--- src/rtl/bus_initiator.sv ---
// Head-end initiator for the daisy-chained register bus.
// Launches one transaction at a time and waits for it to return at the chain tail.
module bus_initiator #(
    parameter int unsigned TIMEOUT = 255
) (
    input  logic        clk,
    input  logic        rst,
    input  logic [15:0] req_addr_i,
    input  logic [15:0] req_wdata_i,
    input  logic        req_rw_i,
    input  logic        req_valid_i,
    output logic        req_ready_o,
    output logic [15:0] resp_addr_o,
    output logic [15:0] resp_rdata_o,
    output logic        resp_rw_o,
    output logic        resp_timeout_o,
    output logic        resp_valid_o,
    input  logic        resp_ready_i,
    output logic [15:0] addr_o,
    output logic [15:0] wdata_o,
    output logic [15:0] rdata_o,
    output logic        rw_o,
    output logic        valid_o,
    input  logic [15:0] addr_i,
    input  logic [15:0] wdata_i,
    input  logic [15:0] rdata_i,
    input  logic        rw_i,
    input  logic        valid_i,
    output logic [7:0]  stray_count_o
);

    typedef enum logic [1:0] {
        S_IDLE,
        S_ISSUE,
        S_WAIT,
        S_RESP
    } state_t;

    localparam logic [15:0] TMO = 16'(TIMEOUT);

    state_t      state;
    logic [15:0] timer;
    logic        live;
    logic        match;
    logic        stray;
    logic        unused_ok;

    assign unused_ok = ^wdata_i;
    assign rdata_o   = '0;

    // The latched head fields double as the compare key for the return.
    always_comb begin
        live  = (state == S_ISSUE) || (state == S_WAIT);
        match = valid_i && (addr_i == addr_o) && (rw_i == rw_o);
        stray = valid_i && !(live && match);
    end

    always_ff @(posedge clk) begin
        if (rst) begin
            state          <= S_IDLE;
            timer          <= '0;
            req_ready_o    <= 1'b1;
            resp_addr_o    <= '0;
            resp_rdata_o   <= '0;
            resp_rw_o      <= 1'b0;
            resp_timeout_o <= 1'b0;
            resp_valid_o   <= 1'b0;
            addr_o         <= '0;
            wdata_o        <= '0;
            rw_o           <= 1'b0;
            valid_o        <= 1'b0;
            stray_count_o  <= '0;
        end else begin
            if (stray && stray_count_o != 8'hFF)
                stray_count_o <= stray_count_o + 8'd1;

            case (state)
                S_IDLE: begin
                    if (req_valid_i) begin
                        addr_o      <= req_addr_i;
                        wdata_o     <= req_wdata_i;
                        rw_o        <= req_rw_i;
                        valid_o     <= 1'b1;
                        req_ready_o <= 1'b0;
                        state       <= S_ISSUE;
                    end
                end
                S_ISSUE, S_WAIT: begin
                    valid_o <= 1'b0;
                    timer   <= (state == S_ISSUE) ? '0 : timer + 16'd1;
                    // A match beats a timeout landing in the same cycle.
                    if (match) begin
                        resp_addr_o    <= addr_o;
                        resp_rw_o      <= rw_o;
                        resp_rdata_o   <= rw_o ? 16'h0 : rdata_i;
                        resp_timeout_o <= 1'b0;
                        resp_valid_o   <= 1'b1;
                        state          <= S_RESP;
                    end else if (state == S_WAIT && timer == TMO) begin
                        resp_addr_o    <= addr_o;
                        resp_rw_o      <= rw_o;
                        resp_rdata_o   <= 16'h0;
                        resp_timeout_o <= 1'b1;
                        resp_valid_o   <= 1'b1;
                        state          <= S_RESP;
                    end else begin
                        state <= S_WAIT;
                    end
                end
                S_RESP: begin
                    if (resp_ready_i) begin
                        resp_valid_o <= 1'b0;
                        req_ready_o  <= 1'b1;
                        state        <= S_IDLE;
                    end
                end
                default: state <= S_IDLE;
            endcase
        end
    end

endmodule

--- config.mk ---
export PLATFORM = sky130hd
export DESIGN_NAME = bus_initiator
export DESIGN_NICKNAME = d
export VERILOG_FILES = /design/src/rtl/bus_initiator.sv
export SDC_FILE = /design/constraint.sdc
export NUM_CORES = 1
export LEC_CHECK = 0
export CAP_MARGIN = 0
export CORE_MARGIN = 4
export CORE_UTILIZATION = 47
export CTS_BUF_LIST = sky130_fd_sc_hd__clkbuf_8
export DETAILED_ROUTE_END_ITERATION = 8
export GPL_TIMING_DRIVEN = 0
export PLACE_DENSITY_LB_ADDON = 0.1
export SLEW_MARGIN = 0
export SYNTH_ARGS = -nofsm -noshare
export SYNTH_HDL_FRONTEND = slang
export SYNTH_SLANG_ARGS = --single-unit
--- constraint.sdc ---
create_clock -name clk -period 5.22 [get_ports clk]
set_input_delay 0.522 -clock clk [delete_from_list [all_inputs] [get_ports clk]]
set_output_delay 0.522 -clock clk [all_outputs]
set_load 0.05 [all_outputs]
# Word level (Yosys, flattened, before mapping)
# Index checks and enable logic that the tools add are counted.
# W data, S select, Z words.
[totals]
ram_bits = 0
mem_bits_ro = 0
latchBits = 0
memories = 0
regBits = 96
[classes]
bitwise_logic = 0
n_mul = 0
n_shift = 0
n_eq_ne = 10
add_sub_neg = 2
muxes = 23
n_div = 0
magnitude_cmp = 0
reduce_logical = 20
[ops]
columns = ["op", "count"]
rows = [
  ["$mux W16", 6],
  ["$add A16 B1 Y16 const B", 1],
  ["$eq A16 B16 Y1", 1],
  ["$eq A16 B8 Y1 const B", 1],
  ["$mux W1", 11],
  ["$add A8 B1 Y8 const B", 1],
  ["$ne A8 B8 Y1 const B", 1],
  ["$reduce_and A2 Y1", 4],
  ["$reduce_bool A2 Y1", 4],
  ["$logic_and A1 B1 Y1", 6],
  ["$pmux W1 S2", 3],
  ["$pmux W2 S3", 1],
  ["$reduce_and A3 Y1", 2],
  ["$eq A2 B2 Y1 const B", 2],
  ["$mux W2", 2],
  ["$ne A2 B2 Y1 const B", 2],
  ["$ne A3 B3 Y1 const B", 1],
  ["$eq A2 B1 Y1 const B", 1],
  ["$logic_not A2 Y1", 1],
  ["$reduce_or A2 Y1", 1],
  ["$eq A1 B1 Y1", 1],
  ["$logic_not A1 Y1", 1],
  ["$logic_or A1 B1 Y1", 1],
]

# Logic depth before layout (Yosys ltp)
# Gate-level depths: netlist (run 1).
[depth]
depth_word = 7
mapped_depth = 10
ltp_nobuf = 7

# Worst setup path after synthesis (run 1)
# Ideal clock, no wire load.
[synth_timing]
kind = "register -> register"
start = "register state[0]"
end = "register resp_rdata_o[10]"
t_required_ns = 5.103
setup_ns = 0.117
arrival_time_ns = 1.974
stages_incl_launch_ff = 10
setup_slack_ns = 3.130
synth_period_minus_slack_ns = 2.090
cell_sequence = "dfxtp_1 > inv_1 > ha_1 > buf_2 > nand3_1 > nor3_1 > and3_4 > a211oi_2 > buf_2 > a22o_1"
[synth_between]
elab_chain_len = 4
word_cells_on_any_way = 6
classes_between = "eq/ne (2); reduce/logical (4)"
[synth_lines]
columns = ["element", "line", "text"]
rows = [
  ["from (decl)", "41", "state_t state;"],
  ["from (signal assigned)", "60", "state <= S_IDLE;"],
  ["from (signal assigned)", "85", "state <= S_ISSUE;"],
  ["from (signal assigned)", "98", "state <= S_RESP;"],
  ["$eq A2 B2 Y1", "77, 99", ""],
  ["$logic_and A1 B1 Y1", "99", "end else if (state == S_WAIT && timer == TMO) begin"],
  ["$reduce_bool A2 Y1 (no source line)", "-", ""],
  ["$reduce_and A2 Y1 (no source line) (*)", "-", ""],
  ["to (signal assigned)", "95", "resp_rdata_o <= rw_o ? 16'h0 : rdata_i;"],
  ["to (decl)", "14", "output logic [15:0] resp_rdata_o,"],
]
# Every way passes the cells marked *; elsewhere a longest branch is shown, timed or not.
# A chain may end at the register's enable or synchronous reset.

# Worst setup path in the final report (run 1)
[layout_timing]
start = "register state[0]"
end = "register resp_rdata_o[15]"
# Same word-level chain as after synthesis.

==> results.toml, run 1 <==
[critical_path]
required_ns = 5.47
regToRegSetupSlack_ns = 2.76
path_class = "flip-flop to flip-flop"
regToRegStartpoint = "state[0]"
worstSetupStartpoint = "state[0]"
start_kind = "flip-flop"
cp-end-kind = "flip-flop"
crit_end = "resp_rdata_o[15]"
cp_data_arrival_time_ns = 2.71
cp_max_fo = 10
r2r_cells = 9
r2r-end = "resp_rdata_o[15]"

[global_route]
grt_max_degree = 16
gr-total-overflow = 0
grt_pass1_wl_um = 17900
grt.total_usage = 0.216
antenna_found_initial = 0
grt_pass1_vias = 3607

[timing]
rsz0062_at_grt = "false"
final_max_slew_viol_count = 0
fmax_mhz = 407
finalSetupViolCount = 0
worstMarginPinSlew_ns = 0.557
maxSlewHeadroom = 0.627
hold_viol = 0
min_period_ns = 2.46
finalCritPeriodShare = 0.471
setup_tns_ns = 0
finClkSkew_ns = 0.0126

[clocking]
clkSinkCount = 96
root_buffer = "clkbuf_8"
clock_latency_ns = 0.36
cts_hold_buffers = 0
path_clk_slew_ns = 0.09
clk_path_buf_depth = 2
cts_resized = 0
cts_buffers = 9
htreeDepth = 3
post-cts-setup-buffers = 0
cts_tree = "done"

[logic_synthesis]
synth_ff_type = "dfxtp_1"
yosys_register_bits = 96
synth_edf_count = 0
ys_types = 44
syn_area_mm2 = 0.00422
netlist_instances = 471
yosysSeqAreaShare = 0.456
syn_avg_cell_area_um2 = 8.95
synth_warnings = 0
async_flop_share = 0

[floorplan]
fp.dieH_um = 103
io_pins = 181
std_cell_rows = 34
dieWidth_um = 103
dieArea_mm2 = 0.0106
start_util = 0.484
core_mm2 = 0.00872

[pwr]
peakVddDrop_mv = 0.290
p_leak_nw = 2.40
power_mw = 2.14
pwr_density_cell_mw_per_mm2 = 351

[drt]
antenna_left = 0
drt_iter0_drc = 156
wl_per_cell_um = 14.9
dr.pass1.iters = 5
drc_errors = 0
vias_per_cell = 4.92
drt-total-wl_um = 11200
dr_total_vias = 3728

[min_path]
hp-class = "flip-flop to flip-flop"

[cells_and_area]
final_common_cell = "clkdlybuf4s50_1"
nNetsFinal = 738
nFillCells = 717
final_cell_mix = "clkdlybuf4s50_1 (148), dfxtp_1 (96), nand2_1 (76)"
final_layout_size_suffix_gt1_frac = 0.0801
diodes = 0
area_growth_pct = 44.5
seq_area_mm2 = 0.00192
multi_input_area_mm2 = 0.00207

[placement]
port-buffer-count = 148
finalWeightedCongestion = 0.822
hpwl_um = 8760

[job]
cap_violations = 0

[outcome]
status = "finished clean"
[synth_stat cells (2+ instances only)]
cell type | instances | area share
and3_1 | 5 | 0.0074
buf_2 | 6 | 0.0071
mux2i_1 | 19 | 0.045
mux2_1 | 2 | 0.0053
inv_1 | 8 | 0.0071
buf_4 | 16 | 0.028
a22o_1 | 16 | 0.033
ha_1 | 6 | 0.018
a21oi_1 | 45 | 0.053
dfxtp_1 | 96 | 0.46
clkbuf_1 | 15 | 0.013
nor2_1 | 32 | 0.028
a21o_1 | 2 | 0.0036
nand2b_1 | 36 | 0.053
xnor2_1 | 20 | 0.042
mux2_2 | 5 | 0.013
xor2_1 | 10 | 0.021
nor3_2 | 2 | 0.0047
nor2b_1 | 8 | 0.012
a211oi_2 | 2 | 0.0059
nand2_1 | 76 | 0.068
nor3_1 | 5 | 0.0059
nand4_1 | 12 | 0.018
a211oi_1 | 2 | 0.0036
nand3_1 | 4 | 0.0047
buf_1 | 3 | 0.0027
[per-layer routing]
layer / vias to the layer above / global-route usage / wire, um
met5: - / 0 / 0
met4: 0 / 0.0848 / 218
met3: 18 / 0.0494 / 805
met2: 109 / 0.364 / 5510
met1: 1713 / 0.267 / 4720
li1: 1888 / - / -
[worst max-delay path, stage by stage (launching register included)]
cell	delay, ns
dfxtp_1	0.41
inv_1	0.08
ha_1	0.27
buf_2	0.19
nand3_1	0.18
nor3_1	0.34
and3_4	0.31
a211oi_2	0.10
buf_2	0.23
a22o_1	0.24
[cell type report]
type | instances | share of cell area
Multi-Input combinational cell | 340 | 0.340
Clock buffer | 11 | 0.0248
Timing Repair Buffer | 148 | 0.243
Tap cell | 108 | 0.0222
Inverter | 8 | 0.00493
Clock inverter | 4 | 0.00883
Buffer | 42 | 0.0409
Sequential cell | 96 | 0.315
[metrics by stage]
step | instance area [um^2] | hold slack [ns] | setup slack (ns) | instances | util
floorplan | 4270 | 0.458 | 3.13 | 486 | -
global placement | 5890 | 0.443 | 2.64 | 742 | 0.675
detailed placement | 5890 | 0.446 | 2.62 | 742 | 0.675
CTS | 6090 | 0.458 | 2.75 | 757 | 0.699
global route | 6090 | 0.478 | 2.62 | 757 | 0.699
finish | 6090 | 0.457 | 2.76 | 757 | 0.699
[cells by family after synthesis]
group	after synthesis	synth area share
simple gates	187	0.219
flops	96	0.456
compound gates	75	0.114
buf+inv	50	0.0662
xor+xnor	30	0.0623
mux	26	0.0638
fa+ha+maj	6	0.0178
other cells	1	0.000889
[where the power goes]
part           switching (mW)  leakage, nW  internal (mW)
combinational           0.487         1.53          0.283
sequential             0.0662        0.779          0.803
clock                   0.256       0.0976          0.246
[state kept, by name, summed over array words and instances, names as in the netlist]
register / count
resp_rdata_o: 16
timer: 16
rw_o: 1
valid_o: 1
stray_count_o: 8
resp_addr_o: 16
resp_timeout_o: 1
req_ready_o: 1
wdata_o: 16
state: 2
resp_rw_o: 1
resp_valid_o: 1
addr_o: 16
[how the worst min path moves through the flow]
stage	cells after the start	start	endpoint	slack, ns
2_1_floorplan	2	timer[1]	timer[1]	0.46
3_3_place_gp	2	wdata_o[3]	wdata_o[3]	0.44
3_5_place_dp	2	wdata_o[9]	wdata_o[9]	0.45
4_1_cts	2	wdata_o[9]	wdata_o[9]	0.46
5_1_grt	2	wdata_o[4]	wdata_o[4]	0.48
6_report	2	wdata_o[9]	wdata_o[9]	0.46
Note: power is estimated with default switching activity, not from simulation.
==> inputs of run 2 (changes only) <==
CORE_UTILIZATION = 40   (was 47)
clock period = 2.2 ns   (was 5.22 ns; I/O delays follow)
==> results.toml, run 2 (synthesized netlist as in run 1, its figures left out) <==
[clocking]
cts_buffers = 9
root_buffer = "clkbuf_8"
path_clk_slew_ns = 0.10
clk_path_buf_depth = 2
cts_tree = "done"
clkSinkCount = 96
htreeDepth = 3
cts_hold_buffers = 0
clock_latency_ns = 0.36

[drt]
antenna_left = 0
drt_iter0_drc = 149
vias_per_cell = 4.73
dr.pass1.iters = 4
drt-total-wl_um = 11400
drc_errors = 0
dr_total_vias = 3740
wl_per_cell_um = 14.4

[pwr]
p_sw_mw = 1.95
combPwrFrac = 0.358
p_leak_nw = 2.45
clkPwrFrac = 0.243
sw_frac_of_total = 0.375
pwr_density_cell_mw_per_mm2 = 833
power_mw = 5.19
peakVddDrop_mv = 0.506
internal_power_mw = 3.24
power_frac_seq = 0.398

[placement]
finalWeightedCongestion = 0.828
port-buffer-count = 148
place_area_mm2 = 0.00592
dpl.cell_count = 770
hpwl_um = 8740

[critical_path]
start_kind = "flip-flop"
cp_max_fo = 10
required_ns = 2.44
path_class = "flip-flop to flip-flop"
cp_data_arrival_time_ns = 2.34
cp-end-kind = "flip-flop"

[cells_and_area]
area_growth_pct = 47.7
finalInstanceArea_mm2 = 0.00623
final_cell_mix = "clkdlybuf4s50_1 (148), dfxtp_1 (94), nand2_1 (76)"
diodes = 0
final_cells = 790
nNetsFinal = 742
final_layout_size_suffix_gt1_frac = 0.0948
final_common_cell = "clkdlybuf4s50_1"

[timing]
rsz0062_at_grt = "true"
worstMarginPinSlew_ns = 0.613
fmax_mhz = 476
min_period_ns = 2.10
finClkSkew_ns = 0.0139
final_max_slew_viol_count = 0
finalSetupViolCount = 0
maxSlewHeadroom = 0.591
finalCritPeriodShare = 0.954
hold_viol = 0

[floorplan]
dieArea_mm2 = 0.0122
io_pins = 181
std_cell_rows = 37
core_mm2 = 0.0103
start_util = 0.410
fp.dieH_um = 111
dieWidth_um = 111

[global_route]
antenna_found_initial = 0
grt_pass1_vias = 3610
grt_max_degree = 17
gr-total-overflow = 0
grt.total_usage = 0.184
grt_pass1_wl_um = 18500

[outcome]
status = "finished clean"

[min_path]
hp-class = "input pin to flip-flop"

[job]
cap_violations = 0
## run 2: cell types whose count changed in the layout (fill, tap and decap cells not counted), sizes merged
| cell | previous run | this run |
|---|---|---|
| buf | 27 | 30 |
| inv | 8 | 10 |
| bufinv | 1 | 2 |
| clkbuf | 26 | 25 |
## run 2: worst max-delay path: stages, from the launching register on
cell	delay, ns
dfxtp_2	0.36
inv_1	0.06
ha_1	0.29
buf_4	0.18
clkinvlp_4	0.13
nor4_4	0.04
buf_4	0.16
buf_4	0.17
a21boi_1	0.24
mux2_1	0.35
## run 2: what timing repair did
action,in CTS,in global routing
resized for setup,7,5
buffers inserted,4,1
setup endpoints to repair,36,25
pin swaps,3,1
## run 2: layout make-up
class / instances / area [um^2]
Clock inverter: 7 / 93.8
Sequential cell: 96 / 1920
Fill cell: 959 / 4050
Inverter: 8 / 33.8
Tap cell: 136 / 170
Buffer: 41 / 251
Multi-Input combinational cell: 340 / 2110
Clock buffer: 9 / 124
Timing Repair Buffer: 153 / 1520
## run 2: worst paths after layout
path             startpoint          endpoint  slack (ns)  depth (start not counted)
max                state[0]  stray_count_o[0]        0.10                          9
min          req_wdata_i[4]        wdata_o[4]        0.39                          3
max reg2reg        state[0]  stray_count_o[0]        0.10                          9
min reg2reg      wdata_o[0]        wdata_o[0]        0.46                          2
## run 2: power groups by stage
stage          Sequential (mW)  Clock, mW  Combinational, mW
6_report                  2.07       1.26               1.86
5_1_grt                   2.09       1.38               2.01
4_1_cts                   2.07       1.29               1.86
3_5_place_dp              2.10          0               1.83
3_3_place_gp              2.09          0               1.80
2_1_floorplan             2.53          0              0.776
## run 2: layer usage
metal | global-route usage | wire, um | up-vias
met5 | 0 | 0 | -
met4 | 0.0649 | 298 | 0
met3 | 0.0519 | 570 | 21
met2 | 0.314 | 5580 | 108
met1 | 0.221 | 4940 | 1720
li1 | - | - | 1891
## run 2: through the flow
step | utilization | setup slack, ns | TNS, ns | hold WS (ns)
finish | 0.606 | 0.101 | 0 | 0.394
global route | 0.606 | -0.0138 | -0.0399 | 0.377
CTS | 0.603 | 0.0250 | 0 | 0.384
detailed placement | 0.576 | -0.222 | -8.38 | 0.447
global placement | 0.576 | -0.173 | -5.89 | 0.443
floorplan | - | 0.110 | 0 | 0.331
